$ cat src/rtl/hht_row_mac_if.sv
// rtl/hht_row_mac_if.sv - row-length, operand-pair and result channels of hht_row_mac
interface hht_row_mac_if #(
    parameter int DATA_W = 32
) ();
    logic              rlen_valid;
    logic [DATA_W-1:0] rlen;
    logic              rlen_ready;
    logic              pair_valid;
    logic [DATA_W-1:0] mval;
    logic [DATA_W-1:0] vval;
    logic              pair_ready;
    logic              res_valid;
    logic [DATA_W-1:0] res_data;
    logic              res_ready;
    logic [15:0]       rows_done;
    logic              ovf;

    modport master (
        output rlen_valid, rlen, pair_valid, mval, vval, res_ready,
        input  rlen_ready, pair_ready, res_valid, res_data, rows_done, ovf
    );

    modport slave (
        input  rlen_valid, rlen, pair_valid, mval, vval, res_ready,
        output rlen_ready, pair_ready, res_valid, res_data, rows_done, ovf
    );
endinterface

$ cat src/rtl/hht_row_mac.sv
// rtl/hht_row_mac.sv - sparse row dot-product MAC with result FIFO
// Optional HHT_ROW_MAC_SAT_EN: unsigned-saturating accumulate with sticky ovf.
module hht_row_mac #(
    parameter int DATA_W     = 32,
    parameter int FIFO_DEPTH = 4
) (
    input  logic            Clk,
    input  logic            Rst,
    hht_row_mac_if.slave    bus
);
    localparam int PW = $clog2(FIFO_DEPTH);

    typedef enum logic [1:0] {IDLE, ACC, PUSH} state_t;

    state_t            state;
    logic [DATA_W-1:0] acc;
    logic [DATA_W-1:0] rem;
    logic [DATA_W-1:0] acc_next;
    logic [DATA_W-1:0] mem [FIFO_DEPTH];
    logic [PW-1:0]     wr_ptr;
    logic [PW-1:0]     rd_ptr;
    logic [PW:0]       count;
    logic              rlen_ready_q;
    logic              pair_ready_q;
    logic [15:0]       rows_done_q;
    logic              full;
    logic              push;
    logic              pop;
    logic              rlen_hs;
    logic              pair_hs;

    assign full    = (count == (PW+1)'(FIFO_DEPTH));
    assign push    = (state == PUSH) && !full;
    assign pop     = bus.res_ready && (count != '0);
    assign rlen_hs = bus.rlen_valid && rlen_ready_q;
    assign pair_hs = bus.pair_valid && pair_ready_q;

`ifdef HHT_ROW_MAC_SAT_EN
    logic [2*DATA_W-1:0] prod_full;
    logic [DATA_W-1:0]   prod_sat;
    logic [DATA_W:0]     sum;
    logic                sat_hit;
    logic                ovf_q;

    always_comb begin
        prod_full = bus.mval * bus.vval;
        prod_sat  = (|prod_full[2*DATA_W-1:DATA_W]) ? '1 : prod_full[DATA_W-1:0];
        sum       = {1'b0, acc} + {1'b0, prod_sat};
        sat_hit   = (|prod_full[2*DATA_W-1:DATA_W]) || sum[DATA_W];
        acc_next  = sum[DATA_W] ? '1 : sum[DATA_W-1:0];
    end

    always_ff @(posedge Clk or negedge Rst) begin
        if (!Rst)
            ovf_q <= 1'b0;
        else if (state == ACC && pair_hs && sat_hit)
            ovf_q <= 1'b1;
    end
    assign bus.ovf = ovf_q;
`else
    logic [DATA_W-1:0] prod_lo;

    always_comb begin
        prod_lo  = bus.mval * bus.vval;
        acc_next = acc + prod_lo;
    end
    assign bus.ovf = 1'b0;
`endif

    always_ff @(posedge Clk or negedge Rst) begin
        if (!Rst) begin
            state        <= IDLE;
            acc          <= '0;
            rem          <= '0;
            rlen_ready_q <= 1'b0;
            pair_ready_q <= 1'b0;
            rows_done_q  <= '0;
        end else begin
            case (state)
                IDLE: begin
                    // rlen_ready is registered, so it first rises on the edge after reset release
                    if (rlen_hs) begin
                        acc          <= '0;
                        rem          <= bus.rlen;
                        rlen_ready_q <= 1'b0;
                        if (bus.rlen == '0) begin
                            state        <= PUSH;
                            pair_ready_q <= 1'b0;
                        end else begin
                            state        <= ACC;
                            pair_ready_q <= 1'b1;
                        end
                    end else begin
                        rlen_ready_q <= 1'b1;
                    end
                end
                ACC: begin
                    if (pair_hs) begin
                        acc <= acc_next;
                        rem <= rem - DATA_W'(1);
                        if (rem == DATA_W'(1)) begin
                            state        <= PUSH;
                            pair_ready_q <= 1'b0;
                        end
                    end
                end
                PUSH: begin
                    if (!full) begin
                        state        <= IDLE;
                        rlen_ready_q <= 1'b1;
                        rows_done_q  <= rows_done_q + 16'd1;
                    end
                end
                default: begin
                    state        <= IDLE;
                    rlen_ready_q <= 1'b0;
                    pair_ready_q <= 1'b0;
                end
            endcase
        end
    end

    always_ff @(posedge Clk or negedge Rst) begin
        if (!Rst) begin
            wr_ptr <= '0;
            rd_ptr <= '0;
            count  <= '0;
        end else begin
            if (push) wr_ptr <= wr_ptr + PW'(1);
            if (pop)  rd_ptr <= rd_ptr + PW'(1);
            case ({push, pop})
                2'b10:   count <= count + (PW+1)'(1);
                2'b01:   count <= count - (PW+1)'(1);
                default: count <= count;
            endcase
        end
    end

    always_ff @(posedge Clk) begin
        if (push) mem[wr_ptr] <= acc;
    end

    assign bus.rlen_ready = rlen_ready_q;
    assign bus.pair_ready = pair_ready_q;
    assign bus.res_valid  = (count != '0);
    assign bus.res_data   = mem[rd_ptr];
    assign bus.rows_done  = rows_done_q;
endmodule
$ cat src/flat_wrapper.sv
// flat-port wrapper written by rule: the top's interface ports become plain ports
module hht_row_mac_flat 
#(
    parameter int DATA_W     = 32,
    parameter int FIFO_DEPTH = 4
)
  (Clk, Rst, bus_rlen_valid, bus_rlen, bus_pair_valid, bus_mval, bus_vval, bus_res_ready, bus_rlen_ready, bus_pair_ready, bus_res_valid, bus_res_data, bus_rows_done, bus_ovf);
  hht_row_mac_if #(.DATA_W(DATA_W)) bus_i ();
  input  logic Clk;
  input  logic Rst;
  input wire logic [$bits(bus_i.rlen_valid)-1:0] bus_rlen_valid;
  input wire logic [$bits(bus_i.rlen)-1:0] bus_rlen;
  input wire logic [$bits(bus_i.pair_valid)-1:0] bus_pair_valid;
  input wire logic [$bits(bus_i.mval)-1:0] bus_mval;
  input wire logic [$bits(bus_i.vval)-1:0] bus_vval;
  input wire logic [$bits(bus_i.res_ready)-1:0] bus_res_ready;
  output wire logic [$bits(bus_i.rlen_ready)-1:0] bus_rlen_ready;
  output wire logic [$bits(bus_i.pair_ready)-1:0] bus_pair_ready;
  output wire logic [$bits(bus_i.res_valid)-1:0] bus_res_valid;
  output wire logic [$bits(bus_i.res_data)-1:0] bus_res_data;
  output wire logic [$bits(bus_i.rows_done)-1:0] bus_rows_done;
  output wire logic [$bits(bus_i.ovf)-1:0] bus_ovf;
  assign bus_i.rlen_valid = bus_rlen_valid;
  assign bus_i.rlen = bus_rlen;
  assign bus_i.pair_valid = bus_pair_valid;
  assign bus_i.mval = bus_mval;
  assign bus_i.vval = bus_vval;
  assign bus_i.res_ready = bus_res_ready;
  assign bus_rlen_ready = bus_i.rlen_ready;
  assign bus_pair_ready = bus_i.pair_ready;
  assign bus_res_valid = bus_i.res_valid;
  assign bus_res_data = bus_i.res_data;
  assign bus_rows_done = bus_i.rows_done;
  assign bus_ovf = bus_i.ovf;
  hht_row_mac #(.DATA_W(DATA_W), .FIFO_DEPTH(FIFO_DEPTH)) u_core (.Clk(Clk), .Rst(Rst), .bus(bus_i));
endmodule
$ cat config.mk
export PLATFORM = sky130hd
export DESIGN_NAME = hht_row_mac_flat
export DESIGN_NICKNAME = d
export VERILOG_FILES = /design/src/rtl/hht_row_mac_if.sv /design/src/rtl/hht_row_mac.sv /design/src/flat_wrapper.sv
export SDC_FILE = /design/constraint.sdc
export NUM_CORES = 2
export LEC_CHECK = 0
export BUFFER_PORTS_ARGS = -buffer_cell sky130_fd_sc_hd__buf_2
export CORE_MARGIN = 2
export CORE_UTILIZATION = 55
export DETAILED_ROUTE_END_ITERATION = 6
export PLACE_DENSITY = 0.73
export SYNTH_ARGS = -nofsm -noshare
export SYNTH_HDL_FRONTEND = slang
export SYNTH_SLANG_ARGS = --single-unit
$ cat constraint.sdc
create_clock -name Clk -period 12.2 [get_ports Clk]
set_input_delay 3.05 -clock Clk [delete_from_list [all_inputs] [get_ports Clk]]
set_output_delay 3.05 -clock Clk [all_outputs]
set_load 0.02 [all_outputs]
==> results.md <==
* Status: complete, no violations
* Remaining DRCs at 0
* Share of cells above drive strength 1 at 9.27%
* Syn nets at 3,209
* Largest net degree at the start of global routing at 47
* H-tree Lvls at 1
* Worst path slowest cell: a221oi_1
* Clk root buf: clkbuf_16
* Final instance area at approximately 0.028 mm²
* Quantity of gates resized following cts at 0
* Initial Util at 55.6%
* Reg2reg path depth at 22
* Ports at 153
* Area delta synth->final at 7.29%
* Synth cell types at 62
* Slew Viols, Final at 0
* Kind of critical path: in -> reg
* Clock transition at the registers of the reported paths at ~60 ps
* Cell Area, Synth at 0.0258 mm²
* Worst setup SP type: primary input
* Post-layout min period at just under 10,000 ps
* WL per Instance at 20.1 µm
* Rows at 79
* Tot GR Track Use at 28.1%
* Dpl hpwl at 48,800 µm
* DR iter-0 viols at 1,116
* Cells after DPL at around 3,200
* Synth Area per Inst at about 10 µm²
* CP startpoint: bus_vval[0]
* Seq/Total Area, Yosys at a little under a quarter
* Final hold vios at 0
* Finish-stage setup viols at 0
* Post-synthesis cell count at between 2,000 and 3,000
* Period utilisation layout at approximately four fifths
* Largest stage delay, worst path at 550 ps
* Post-synth EDFFs at 128
* Crit path max-delay family: adder cells
* Core area at 0.0465 mm²
* R2r setup slk at 5080 ps
* Yosys reg bits at between 200 and 250
* Data required time of the critical path at 12,560 ps
* Die Area at 0.0487 mm²
* Vias per std cell at 5.60
* FF-to-FF End: u_core.acc[27]
* Final Core Density at around three fifths
* Element type at the critical path end: register
* Clock Sinks at 219
* Die Wd at 221 µm
* First drt pass iteration count at 5
* Cell Area, Placed at 0.0270 mm²
* Slew headroom at 25.8%
* Crit Path Max Fanout at 32
* CTS tree: done
* Hold crit path type: reg -> reg
* Port buffer count at 151
* Clock Tree Buf Depth at 3
* Worst Setup EP: u_core.acc[29]
* First-pass GRT wire length at 106,000 µm
* Crit path buffers/inverters at 7
* Async set or reset register ratio after synthesis at 41.6%
* Via count at 18,093
* Clk_lat worst skew at 510 ps
* Net count, final at 3,277
* Total grt overflow at 0
* Critical R2R Launch: u_core.acc[23]
* Clock skew at around 22 ps
* Die Y at 221 µm
* RSZ-0062 raised after global routing: no
* Slew @ Worst Pin at 1100 ps
* CP Data Arrival Time at 10,210 ps
* Vias in the first global route at about 20,000
* Post-CTS Setup Inserts at 0
* Yosys warns at 0
* CTS buffer count at 22
* Initial antenna violation count at 3
* # Max-Cap Violations at 0
* Setup TNS at 0 ps
* Primary FF master, synth: edfxtp_1
* Non-Filler Instances at 3,230
* GPL Wtd Cong at 0.901
* Max Freq at 102 MHz
* Crit-path most repeated cell: fa_1
* Post-DRT Antenna Nets at 0
* CP Depth at 25
* Hold buffers post-CTS at 0
* Final WL at 65,000 µm
[worst min-delay path by stage]
stage / from / to / slack (ps) / cells past startpoint
after floorplan: u_core.rem[24] / u_core.rem[24] / 450 / 2
after global placement: u_core.bus.rows_done[15] / u_core.bus.rows_done[15] / 460 / 1
after detailed placement: u_core.bus.rows_done[15] / u_core.bus.rows_done[15] / 470 / 1
after CTS: u_core.bus.rows_done[15] / u_core.bus.rows_done[15] / 490 / 1
after global routing: u_core.bus.rows_done[15] / u_core.bus.rows_done[15] / 500 / 1
final: u_core.bus.rows_done[15] / u_core.bus.rows_done[15] / 480 / 1
[state kept, by name, indices dropped and copies added, names as in the netlist]
name,count
u_core.bus.rlen_ready,1
u_core.rd_ptr,2
u_core.mem,128
u_core.bus.pair_ready,1
u_core.rem,32
u_core.count,3
u_core.state,2
u_core.wr_ptr,2
u_core.acc,32
u_core.bus.rows_done,16
[cell usage in the layout, fill, tap and decap left out, types with 4 or more instances in the layout]
master	instances
a211oi_1	4
a21o_1	12
a21oi_1	54
a22oi_1	4
a31oi_1	4
a32oi_1	9
and2_1	326
and3_1	8
buf_2	150
buf_4	15
clkbuf_16	22
clkinv_1	4
dfrtp_1	90
edfxtp_1	128
fa_1	439
ha_1	132
inv_1	506
mux4_2	32
nand2_1	297
nand2b_1	4
nand3_1	26
nand4_1	10
nor2_1	41
nor2b_1	5
nor3_1	27
nor4_1	11
o211ai_1	4
o21ai_0	62
o21bai_1	5
o22ai_1	15
o32ai_1	4
or3_1	6
xnor2_1	77
xor2_1	26
[kinds of logic after synthesis]
| family | Yosys count | share of synthesized area (%) |
|---|---|---|
| other | 1 | 0.0145 |
| AND/OR/NAND/NOR | 779 | 15.5 |
| AO/OA/AOI/OAI | 201 | 4.76 |
| adder cells (fa/ha/maj) | 571 | 40.4 |
| flip-flops | 219 | 23.7 |
| multiplexers | 36 | 2.95 |
| XOR/XNOR | 103 | 3.49 |
| buffers and inverters | 627 | 9.14 |
[stage by stage]
| step | hold slack [ps] | worst slack, ps |
|---|---|---|
| floorplan | 450 | 2640 |
| global placement | 456 | 1970 |
| detailed placement | 474 | 1860 |
| CTS | 486 | 2390 |
| global route | 497 | 2040 |
| finish | 476 | 2350 |
[per-layer routing]
layer  routed length (µm)  vias up  track usage (%)
li1                     -     7946                -
met1                26700     9339             38.0
met3                 4330      130             3.97
met4                 1880        2             8.76
met5                   13        -                0
met2                32100      676             47.5
[worst reg2reg max path, stage by stage, from the launching register on]
cell	delay, ps
dfrtp_1	510
inv_1	110
fa_1	510
fa_1	550
inv_1	50
fa_1	480
inv_1	70
fa_1	540
inv_1	50
fa_1	480
fa_1	520
fa_1	490
inv_1	50
fa_1	470
inv_1	40
ha_1	390
nand3_1	170
nor3_1	510
nand3_1	180
a21boi_0	270
o21ai_0	140
a21o_1	190
a32o_1	250
[cell type report]
type	count	area, µm²
fill	3838	18800
clock inverter	15	145
antenna	2	5.00
inverter	506	1900
timing repair buffer	165	863
clock buffer	25	562
sequential	219	6120
multi-input combinational	1691	17300
tap	607	759
[synthesized netlist by cell type, drive strengths merged (5+ instances only)]
master | number | area [µm²]
inv | 506 | 1900
fa | 439 | 8790
and2 | 326 | 2040
nand2 | 297 | 1110
ha | 132 | 1650
edfxtp | 128 | 3840
clkbuf | 113 | 424
dfrtp | 91 | 2280
xnor2 | 77 | 674
o21ai | 65 | 329
a21oi | 54 | 270
nor2 | 43 | 164
mux4 | 32 | 721
nor3 | 29 | 155
nand3 | 26 | 130
xor2 | 26 | 228
o22ai | 15 | 93.8
a21o | 12 | 90.1
nor4 | 11 | 68.8
nand4 | 10 | 62.6
a32oi | 9 | 78.8
and3 | 8 | 50.1
buf | 8 | 35.0
or3 | 8 | 60.1
nor2b | 6 | 37.5
o21bai | 5 | 37.5
Power is not shown: default switching activity piles up to over one toggle a cycle in this logic, so the estimate is an artifact.
